$ cat src/rtl/rams_pkg.sv
// Shared types and default constants for the replicated-bank register file.
package rams_pkg;

  typedef enum logic {
    RF_IDLE,
    RF_INIT
  } rf_state_e;

  localparam int MAX_RD_PORTS = 4;

  localparam logic [31:0] RF_SP_INIT = 32'h4000_0000;
  localparam logic [31:0] RF_TP_INIT = 32'h1000_0000;
  localparam int          RF_SP_ADDR = 2;
  localparam int          RF_TP_ADDR = 4;

endpackage

$ cat src/rtl/rams_regfile_bank.sv
// Simple-dual-port block-RAM bank: one write port, one registered read port
// with synchronous clear on the read register only.
module rams_regfile_bank #(
  parameter int DATA_WIDTH = 32,
  parameter int ADDR_WIDTH = 5,
  parameter int DATA_DEPTH = 32
) (
  input  logic                  clk,
  input  logic                  we,
  input  logic [ADDR_WIDTH-1:0] waddr,
  input  logic [DATA_WIDTH-1:0] wdata,
  input  logic                  re,
  input  logic [ADDR_WIDTH-1:0] raddr,
  input  logic                  clr,
  output logic [DATA_WIDTH-1:0] rdata
);

  logic [DATA_WIDTH-1:0] mem [DATA_DEPTH];

  always_ff @(posedge clk) begin
    if (we) begin
      mem[waddr] <= wdata;
    end
  end

  always_ff @(posedge clk) begin
    if (clr) begin
      rdata <= '0;
    end else if (re) begin
      rdata <= mem[raddr];
    end
  end

endmodule

$ cat src/rtl/rams_regfile_nr1w.sv
// NUM_RD-read / 1-write register file with clear-and-preload init sequencer.
// Define RAMS_REGFILE_BYPASS_EN for write-first forwarding on same-edge reads.
module rams_regfile_nr1w
  import rams_pkg::*;
#(
  parameter int                    DATA_WIDTH = 32,
  parameter int                    ADDR_WIDTH = 5,
  parameter int                    DATA_DEPTH = 32,
  parameter int                    NUM_RD     = 2,
  parameter int                    ZERO_REG   = 1,
  parameter int                    INIT_ADDR0 = RF_SP_ADDR,
  parameter logic [DATA_WIDTH-1:0] INIT_VAL0  = DATA_WIDTH'(RF_SP_INIT),
  parameter int                    INIT_ADDR1 = RF_TP_ADDR,
  parameter logic [DATA_WIDTH-1:0] INIT_VAL1  = DATA_WIDTH'(RF_TP_INIT)
) (
  input  logic                         clk,
  input  logic                         hwrst,
  input  logic                         rst,
  input  logic                         wr_en,
  input  logic [ADDR_WIDTH-1:0]        wr_addr,
  input  logic [DATA_WIDTH-1:0]        wr_data,
  input  logic [NUM_RD-1:0]            rd_en,
  input  logic [NUM_RD*ADDR_WIDTH-1:0] rd_addr,
  output logic [NUM_RD*DATA_WIDTH-1:0] rd_data,
  output logic                         init_busy
);

  if (NUM_RD < 1 || NUM_RD > MAX_RD_PORTS) begin : g_bad_rd
    $error("NUM_RD out of range");
  end

  function automatic logic in_rng(input logic [ADDR_WIDTH-1:0] a);
    return 32'(a) < 32'(DATA_DEPTH);
  endfunction

  function automatic logic is_zero(input logic [ADDR_WIDTH-1:0] a);
    return (ZERO_REG != 0) && (a == '0);
  endfunction

  localparam logic [ADDR_WIDTH-1:0] LAST = ADDR_WIDTH'(DATA_DEPTH - 1);
  localparam logic [ADDR_WIDTH-1:0] A0   = ADDR_WIDTH'(INIT_ADDR0);
  localparam logic [ADDR_WIDTH-1:0] A1   = ADDR_WIDTH'(INIT_ADDR1);

  rf_state_e             state;
  rf_state_e             state_nx;
  logic [ADDR_WIDTH-1:0] cnt;
  logic                  we;
  logic                  idle_we;
  logic [ADDR_WIDTH-1:0] wa;
  logic [DATA_WIDTH-1:0] wd;
  logic                  clr;

  always_ff @(posedge clk) begin
    if (hwrst) begin
      state <= RF_INIT;
    end else begin
      state <= state_nx;
    end
  end

  always_ff @(posedge clk) begin
    if (hwrst) begin
      cnt <= '0;
    end else if (state == RF_INIT) begin
      cnt <= cnt + 1'b1;
    end
  end

  always_comb begin
    state_nx = state;
    if (state == RF_INIT && cnt == LAST) begin
      state_nx = RF_IDLE;
    end
  end

  always_comb begin
    init_busy = (state == RF_INIT);
    idle_we   = (state == RF_IDLE) && !hwrst && wr_en
              && !is_zero(wr_addr) && in_rng(wr_addr);
    we        = idle_we;
    wa        = wr_addr;
    wd        = wr_data;
    if (state == RF_INIT && !hwrst) begin
      we = 1'b1;
      wa = cnt;
      if (cnt == A0) begin
        wd = INIT_VAL0;
      end else if (cnt == A1) begin
        wd = INIT_VAL1;
      end else begin
        wd = '0;
      end
    end
  end

  assign clr = hwrst | rst | (state == RF_INIT);

  for (genvar i = 0; i < NUM_RD; i++) begin : g_rd
    logic [ADDR_WIDTH-1:0] ra;
    logic [DATA_WIDTH-1:0] q;
    logic                  zq;

    assign ra = rd_addr[i*ADDR_WIDTH +: ADDR_WIDTH];

    rams_regfile_bank #(
      .DATA_WIDTH(DATA_WIDTH),
      .ADDR_WIDTH(ADDR_WIDTH),
      .DATA_DEPTH(DATA_DEPTH)
    ) u_bank (
      .clk  (clk),
      .we   (we),
      .waddr(wa),
      .wdata(wd),
      .re   (rd_en[i]),
      .raddr(ra),
      .clr  (clr),
      .rdata(q)
    );

    // Masking is registered alongside the bank read to keep 1-cycle latency.
    always_ff @(posedge clk) begin
      if (clr) begin
        zq <= 1'b0;
      end else if (rd_en[i]) begin
        zq <= is_zero(ra) || !in_rng(ra);
      end
    end

`ifdef RAMS_REGFILE_BYPASS_EN
    logic                  bh;
    logic [DATA_WIDTH-1:0] bd;

    always_ff @(posedge clk) begin
      if (clr) begin
        bh <= 1'b0;
      end else if (rd_en[i]) begin
        bh <= idle_we && (wr_addr == ra);
      end
    end

    always_ff @(posedge clk) begin
      if (rd_en[i]) begin
        bd <= wr_data;
      end
    end

    assign rd_data[i*DATA_WIDTH +: DATA_WIDTH] =
      zq ? '0 : (bh ? bd : q);
`else
    assign rd_data[i*DATA_WIDTH +: DATA_WIDTH] = zq ? '0 : q;
`endif
  end

endmodule

$ cat config.mk
export PLATFORM = sky130hd
export DESIGN_NAME = rams_regfile_nr1w
export DESIGN_NICKNAME = d
export VERILOG_FILES = /design/src/rtl/rams_pkg.sv /design/src/rtl/rams_regfile_bank.sv /design/src/rtl/rams_regfile_nr1w.sv
export SDC_FILE = /design/constraint.sdc
export NUM_CORES = 1
export LEC_CHECK = 0
export CORE_MARGIN = 2
export CORE_UTILIZATION = 28
export DETAILED_ROUTE_END_ITERATION = 10
export GPL_TIMING_DRIVEN = 0
export PLACE_DENSITY_LB_ADDON = 0.2
export SYNTH_ARGS = -nofsm -noshare
export SYNTH_HDL_FRONTEND = slang
export SYNTH_SLANG_ARGS = --single-unit
$ cat constraint.sdc
create_clock -name clk -period 4 [get_ports clk]
set_input_delay 0.8 -clock clk [delete_from_list [all_inputs] [get_ports clk]]
set_output_delay 0.8 -clock clk [all_outputs]
set_load 0.01 [all_outputs]
* Yosys cells after proc, flatten, opt, wreduce, memory -nomap -nowiden
Memory sizes are Yosys's and may differ from the RTL's. A register that Yosys moved wholly into a read port is not among the register bits. Index checks and enable logic that the tools add are counted.
Operators by class: equality and inequality tests 3, reduce and logical (&&, ||, !) cells 10, $add $sub $neg 1, muxes and demuxes 9, bitwise logic cells 3
Operator list (number):
- $mux W32 | 4
- $mux W29 | 1
- $logic_not A5 Y1 | 3
- $add A5 B1 Y5 const B | 1
- $eq A5 B2 Y1 const B | 1
- $eq A5 B3 Y1 const B | 1
- $eq A5 B5 Y1 const B | 1
- $logic_and A1 B1 Y1 | 5
- $mux W5 | 1
- $mux W1 | 3
- $logic_not A1 Y1 | 2
- $or A1 B1 Y1 | 2
- $not A1 Y1 | 1
Storage, ports and cells: output and inout bits 65, input bits 53, register bits 8, memories kept 2, memory bits (writable) 2048
Memory list:
- g_rd[0].u_bank.mem | words 32, width 32, rd ports 1, clocked after Yosys merged registers in 1, write ports 1, line rams_regfile_bank.sv:18 | logic [DATA_WIDTH-1:0] mem [DATA_DEPTH];
- g_rd[1].u_bank.mem | words 32, width 32, rd ports 1, clocked after Yosys merged registers in 1, write ports 1, line rams_regfile_bank.sv:18

* Depth between registers and ports, before layout
word-level depth 7, mapped depth 9, depth with buffers taken out 5

* Hierarchy
Synthesis repeated with hierarchy kept, for this count alone.
Second synthesis, totals: cells, all modules 4639, area, all modules 82634.3 um2
Modules (own cells, without submodules):
- rams_regfile_bank | cells an instance 2238, seq. area each 31390.1 um2, instances 2, area an instance 40740.3 um2
- rams_regfile_nr1w | cells an instance 163, seq. area each 160.2 um2, instances 1, area an instance 1153.6 um2

* Least setup slack after synthesis
No wires, ideal clock.
kind input to register, from input port hwrst, to memory g_rd[1].u_bank.mem[3][0], enable pin, slack 492 ps, required time 3579 ps, setup time 421 ps, arrival 3087 ps, cell stages on the path 7, cell sequence nand2b_1 clkbuf_1 clkbuf_1 nand2_1 o21ai_0 nand2_1 nor2_1
On the way: cells in the longest elaborated chain, start to end 7
Ends and longest elaborated chain:
- from (decl) | line rams_regfile_nr1w.sv:17 | input logic hwrst,
- $logic_not A1 Y1 * | line rams_regfile_nr1w.sv:78, rams_regfile_nr1w.sv:83
- $logic_and A1 B1 Y1 (2 in series) | line rams_regfile_nr1w.sv:78 | idle_we = (state == RF_IDLE) && !hwrst && wr_en
- $logic_and A1 B1 Y1 | line rams_regfile_nr1w.sv:79 | && !is_zero(wr_addr) && in_rng(wr_addr);
- $mux W1 | line rams_regfile_nr1w.sv:83 | if (state == RF_INIT && !hwrst) begin
- $mux W1 | line rams_regfile_bank.sv:21 | if (we) begin
- $mux W1 (implied by the code) | line rams_regfile_bank.sv:22 | mem[waddr] <= wdata;
- to (decl) | line rams_regfile_bank.sv:18
Every way passes the cells marked *; elsewhere a longest branch is shown, timed or not.

* Worst setup path in the final report
from register g_rd[1].zq, to output port rd_data[50]
On the way: cells in the longest elaborated chain, start to end 1
Ends and longest elaborated chain:
- from (decl) | line rams_regfile_nr1w.sv:101 | logic zq;
- from (signal assigned) | line rams_regfile_nr1w.sv:125 | zq <= is_zero(ra) || !in_rng(ra);
- $mux W32 | line rams_regfile_nr1w.sv:150 | assign rd_data[i*DATA_WIDTH +: DATA_WIDTH] = zq ? '0 : q;
- to (decl) | line rams_regfile_nr1w.sv:24 | output logic [NUM_RD*DATA_WIDTH-1:0] rd_data,
Every way passes these cells.

==> parameters.txt <==
Parameter                              Value

Run status
  Outcome ... completed

Final layout
  Most used cells in the layout excluding fill and tap cells ... edfxtp_1 (1,024), mux2i_1 (483), mux4_2 (336)
  Share of post-route cells with drive strength above 1 ... 0.223
  Number of nets in the finished design ... ~3,200
  Leading cell type in the layout, fill and taps excluded ... edfxtp_1
  Final core area utilization ... 0.332
  Non-filler instance count after layout ... between 5,000 and 6,000
  Synth-to-Final Area Change ... 18.4%

STA
  Final Max Slew Viols ... 0
  Final Hold Viols ... 0
  Max Clk Rate ... 256 MHz
  Final critical-path share of the clock period ... 0.978
  Unrepaired setup endpoints after global routing ... false
  Final-report setup violation count ... 0
  Final setup margin ... between 0.08 and 0.09 ns
  Transition at the pin with the smallest max-transition slack ... between 1 and 1.5 ns
  Maximum clock skew at final layout ... about 0.038 ns
  Worst max-slew margin expressed relative to the limit ... 0.0433
  Crit path time final ... just under 4 ns
  Aggregate negative setup slack ... 0 ns

Clocking
  Clock Tree Root ... clkbuf_16
  TritonCTS buffer count ... between 100 and 150
  Number of levels the H-tree was split into ... 3
  Hold buffers post-CTS ... 0
  Clock transition time at the flip-flop clock pins of the worst setup and hold paths ... 0.06 ns
  CTS tree ... built
  Clock tree sinks ... roughly 1,100
  Insertion delay to the later sink of the worst-skew pair ... 0.75 ns
  Post-CTS repair timing setup buffer count ... 0
  Clock Path Buffers ... 3

Logic synthesis
  Flip-flop and latch count after synthesis ... between 1,000 and 1,500
  Post-Syn Nets ... between 2,000 and 3,000
  Xor-xnor portion of the synthesized cell area ... 0.000519
  Synthesized-area fraction occupied by and/or/nand/nor cells ... 0.0280
  Post-Synthesis Cell Area ... slightly above 50,000 µm²
  Leading area contributor after synthesis ... edfxtp_1
  Multiplexer share of the synthesized area ... 0.249
  Top post-synthesis cells by area ... edfxtp_1 (61%), mux4_2 (15%), mux2i_1 (9.6%)
  Main combinational cell family by area after synthesis ... multiplexers
  Number of warnings reported in the yosys synthesis log ... 0
  Synthesized-area fraction occupied by adder cells ... 0.000989
  Share of synthesized area occupied by flip-flops and latches ... 0.636
  Synth unique cells ... 43
  Mean instance size in the synthesized netlist ... around 17 µm²
  Share of Yosys cell area claimed by the top area cell type ... 0.608
  Primary FF master, synth ... edfxtp_1
  Share of synthesized flip-flops with an asynchronous set or reset ... 0
  Synthesized-area fraction occupied by ao, oa, aoi and oai cells ... 0.0628
  Instance count of the mapped netlist ... 2,910
  Number of enable flip-flop cells after synthesis ... between 1,000 and 1,500

Global routing
  Vias in the first global route ... 30,600
  Largest net degree at the start of global routing ... 33
  Total global-route track usage ... 0.204
  First-pass GRT wire length ... 259,000 µm
  Number of antenna violations at the first check in global routing ... 4
  GR Overflow Total ... 0

Routing
  Via Count ... 30,300
  Pre-antenna DRT Iters ... 5
  Starting DRC count in detailed routing ... approximately 3,500
  DRT Wirelength ... roughly 190,000 µm
  Routed length per instance ... roughly 34 µm
  Final antenna-violating net count ... 0
  Per-cell via count in the routed design ... 5.36
  Number of remaining DRC errors ... 0

Critical path
  Critical Path Source ... g_rd[1].zq
  Data required time of the worst path ... roughly 3.2 ns
  Sort of element at the end of the critical path ... output port
  Startpoint of the lowest-slack register-to-register path ... init_busy
  Data arrival time of the critical path ... 3.11 ns
  Kind of start point of the critical path ... flip-flop
  Max stage delay on crit path ... around 0.8 ns
  Cell with the biggest individual delay on the critical path ... dfxtp_1
  Critical path buffer and inverter count ... 2
  R2r worst-path depth ... 8
  Cell count along the critical path ... 3
  Category of cells accounting for the largest share of critical-path delay ... buffers and inverters
  CP max FO ... 10
  Crit Path Class ... reg -> out
  Cells along the critical path ... clkbuf_1 > nor2b_1 > clkdlybuf4s50_1

Power
  Max IR drop VDD ... ~0.32 mV
  Leakage power ... about 20 nW
  Cell Pwr Density ... 443 nW/µm²

Placed design
  Number of buffer cells added on primary ports ... ~110
  Final RePlAce weighted congestion ... approximately 0.94
  Number of cells after detailed placement ... 5,435
  DP Wirelength ... 136,000 µm
  Pre-CTS worst setup slack ... -0.616 ns

Floorplan
  Placeable Area ... roughly 180,000 µm²
  Height of the die ... between 400 and 500 µm
  Die area ... 184,000 µm²
  Initial core utilization ... 0.281
  Io pins ... 118
  Width of the die ... 429 µm
  Standard-cell rows ... between 150 and 200

Job
  Max-cap violation count ... 0

Worst hold path
  Launch instance of the worst min-delay path ... g_rd[1].u_bank.rdata[20]
  Hold Path Cell Cnt ... 1
  Path type of the worst min-delay path ... reg -> reg
## flip-flops by register name (all words and copies together) (netlist names)
signal and count:
init_busy 1, cnt 5, g_rd.zq 2, g_rd.u_bank.mem 1024, g_rd.u_bank.rdata 64
## cells in the mapped netlist (2+ instances only)
cell         n
a211oi_1     8
a21oi_1     83
a221oi_1     8
a22o_1      32
a22oi_1    168
a32oi_1     32
and2_1      33
buf_1       24
buf_2       68
buf_4       28
buf_6        9
clkbuf_1    99
dfxtp_1     72
edfxtp_1  1024
ha_1         4
inv_1        3
mux2_2      17
mux2i_1    483
mux4_2     336
nand2_1     60
nand2b_1     6
nand3_1      4
nand3b_1     7
nor2_1      53
nor2b_1     79
nor3_1      28
o21a_1      32
o21ai_0     54
o22ai_1     32
o31ai_1      9
or3_1        2
xor2_1       2
## power by group
group          total (mW)  switching [mW]  internal [mW]  leakage, nW
combinational        2.33            1.54          0.790         7.95
clock                11.5            4.80           6.69         1.95
sequential           12.7          0.0424           12.7         9.95
total                26.5            6.38           20.1         19.8
## stage by stage
stage	hold slack [ns]	cell area [µm²]	power, mW
6_report	0.474	59900	26.5
5_1_grt	0.503	59900	27.1
4_1_cts	0.477	59800	26.6
3_5_place_dp	0.462	55800	15.3
3_3_place_gp	0.454	54700	15.2
2_1_floorplan	0.435	50600	14.2
## final timing paths
path                              endpoint  slack (ns)
setup / recovery               rd_data[50]        0.09
hold / removal    g_rd[1].u_bank.rdata[20]        0.47
setup reg to reg  g_rd[1].u_bank.mem[3][8]        0.50
hold reg to reg   g_rd[1].u_bank.rdata[20]        0.47
## layer usage
layer	routed length (µm)	share of wire	track usage
met5	0	0	0
met1	79300	0.41	0.266
met4	6960	0.036	0.0750
met3	12400	0.064	0.0327
met2	93500	0.49	0.342
## cell families (layout without fill, tap and decap cells)
| family | Yosys count | count (layout) |
|---|---|---|
| flip-flops | 1096 | 1096 |
| other | 0 | 5 |
| adder cells (fa/ha/maj) | 4 | 4 |
| buffers and inverters | 233 | 609 |
| AO/OA/AOI/OAI | 462 | 462 |
| multiplexers | 836 | 836 |
| XOR/XNOR | 3 | 3 |
| AND/OR/NAND/NOR | 276 | 276 |
## cell type report
type | instances | area, µm²
Antenna cell | 5 | 12.5
Clock inverter | 83 | 925
Multi-Input combinational cell | 1581 | 17600
Buffer | 229 | 1120
Clock buffer | 136 | 3060
Tap cell | 2370 | 2970
Timing Repair Buffer | 157 | 2040
Sequential cell | 1096 | 32200
Fill cell | 17200 | 120000
Inverter | 4 | 15.0
## what timing repair did
action                                  in CTS  in global routing
endpoints found under the hold margin        0                  0
gates resized for setup                      0                  3
endpoints found under the setup margin       0                  1
No activity file was read; power rests on OpenSTA's default activity.
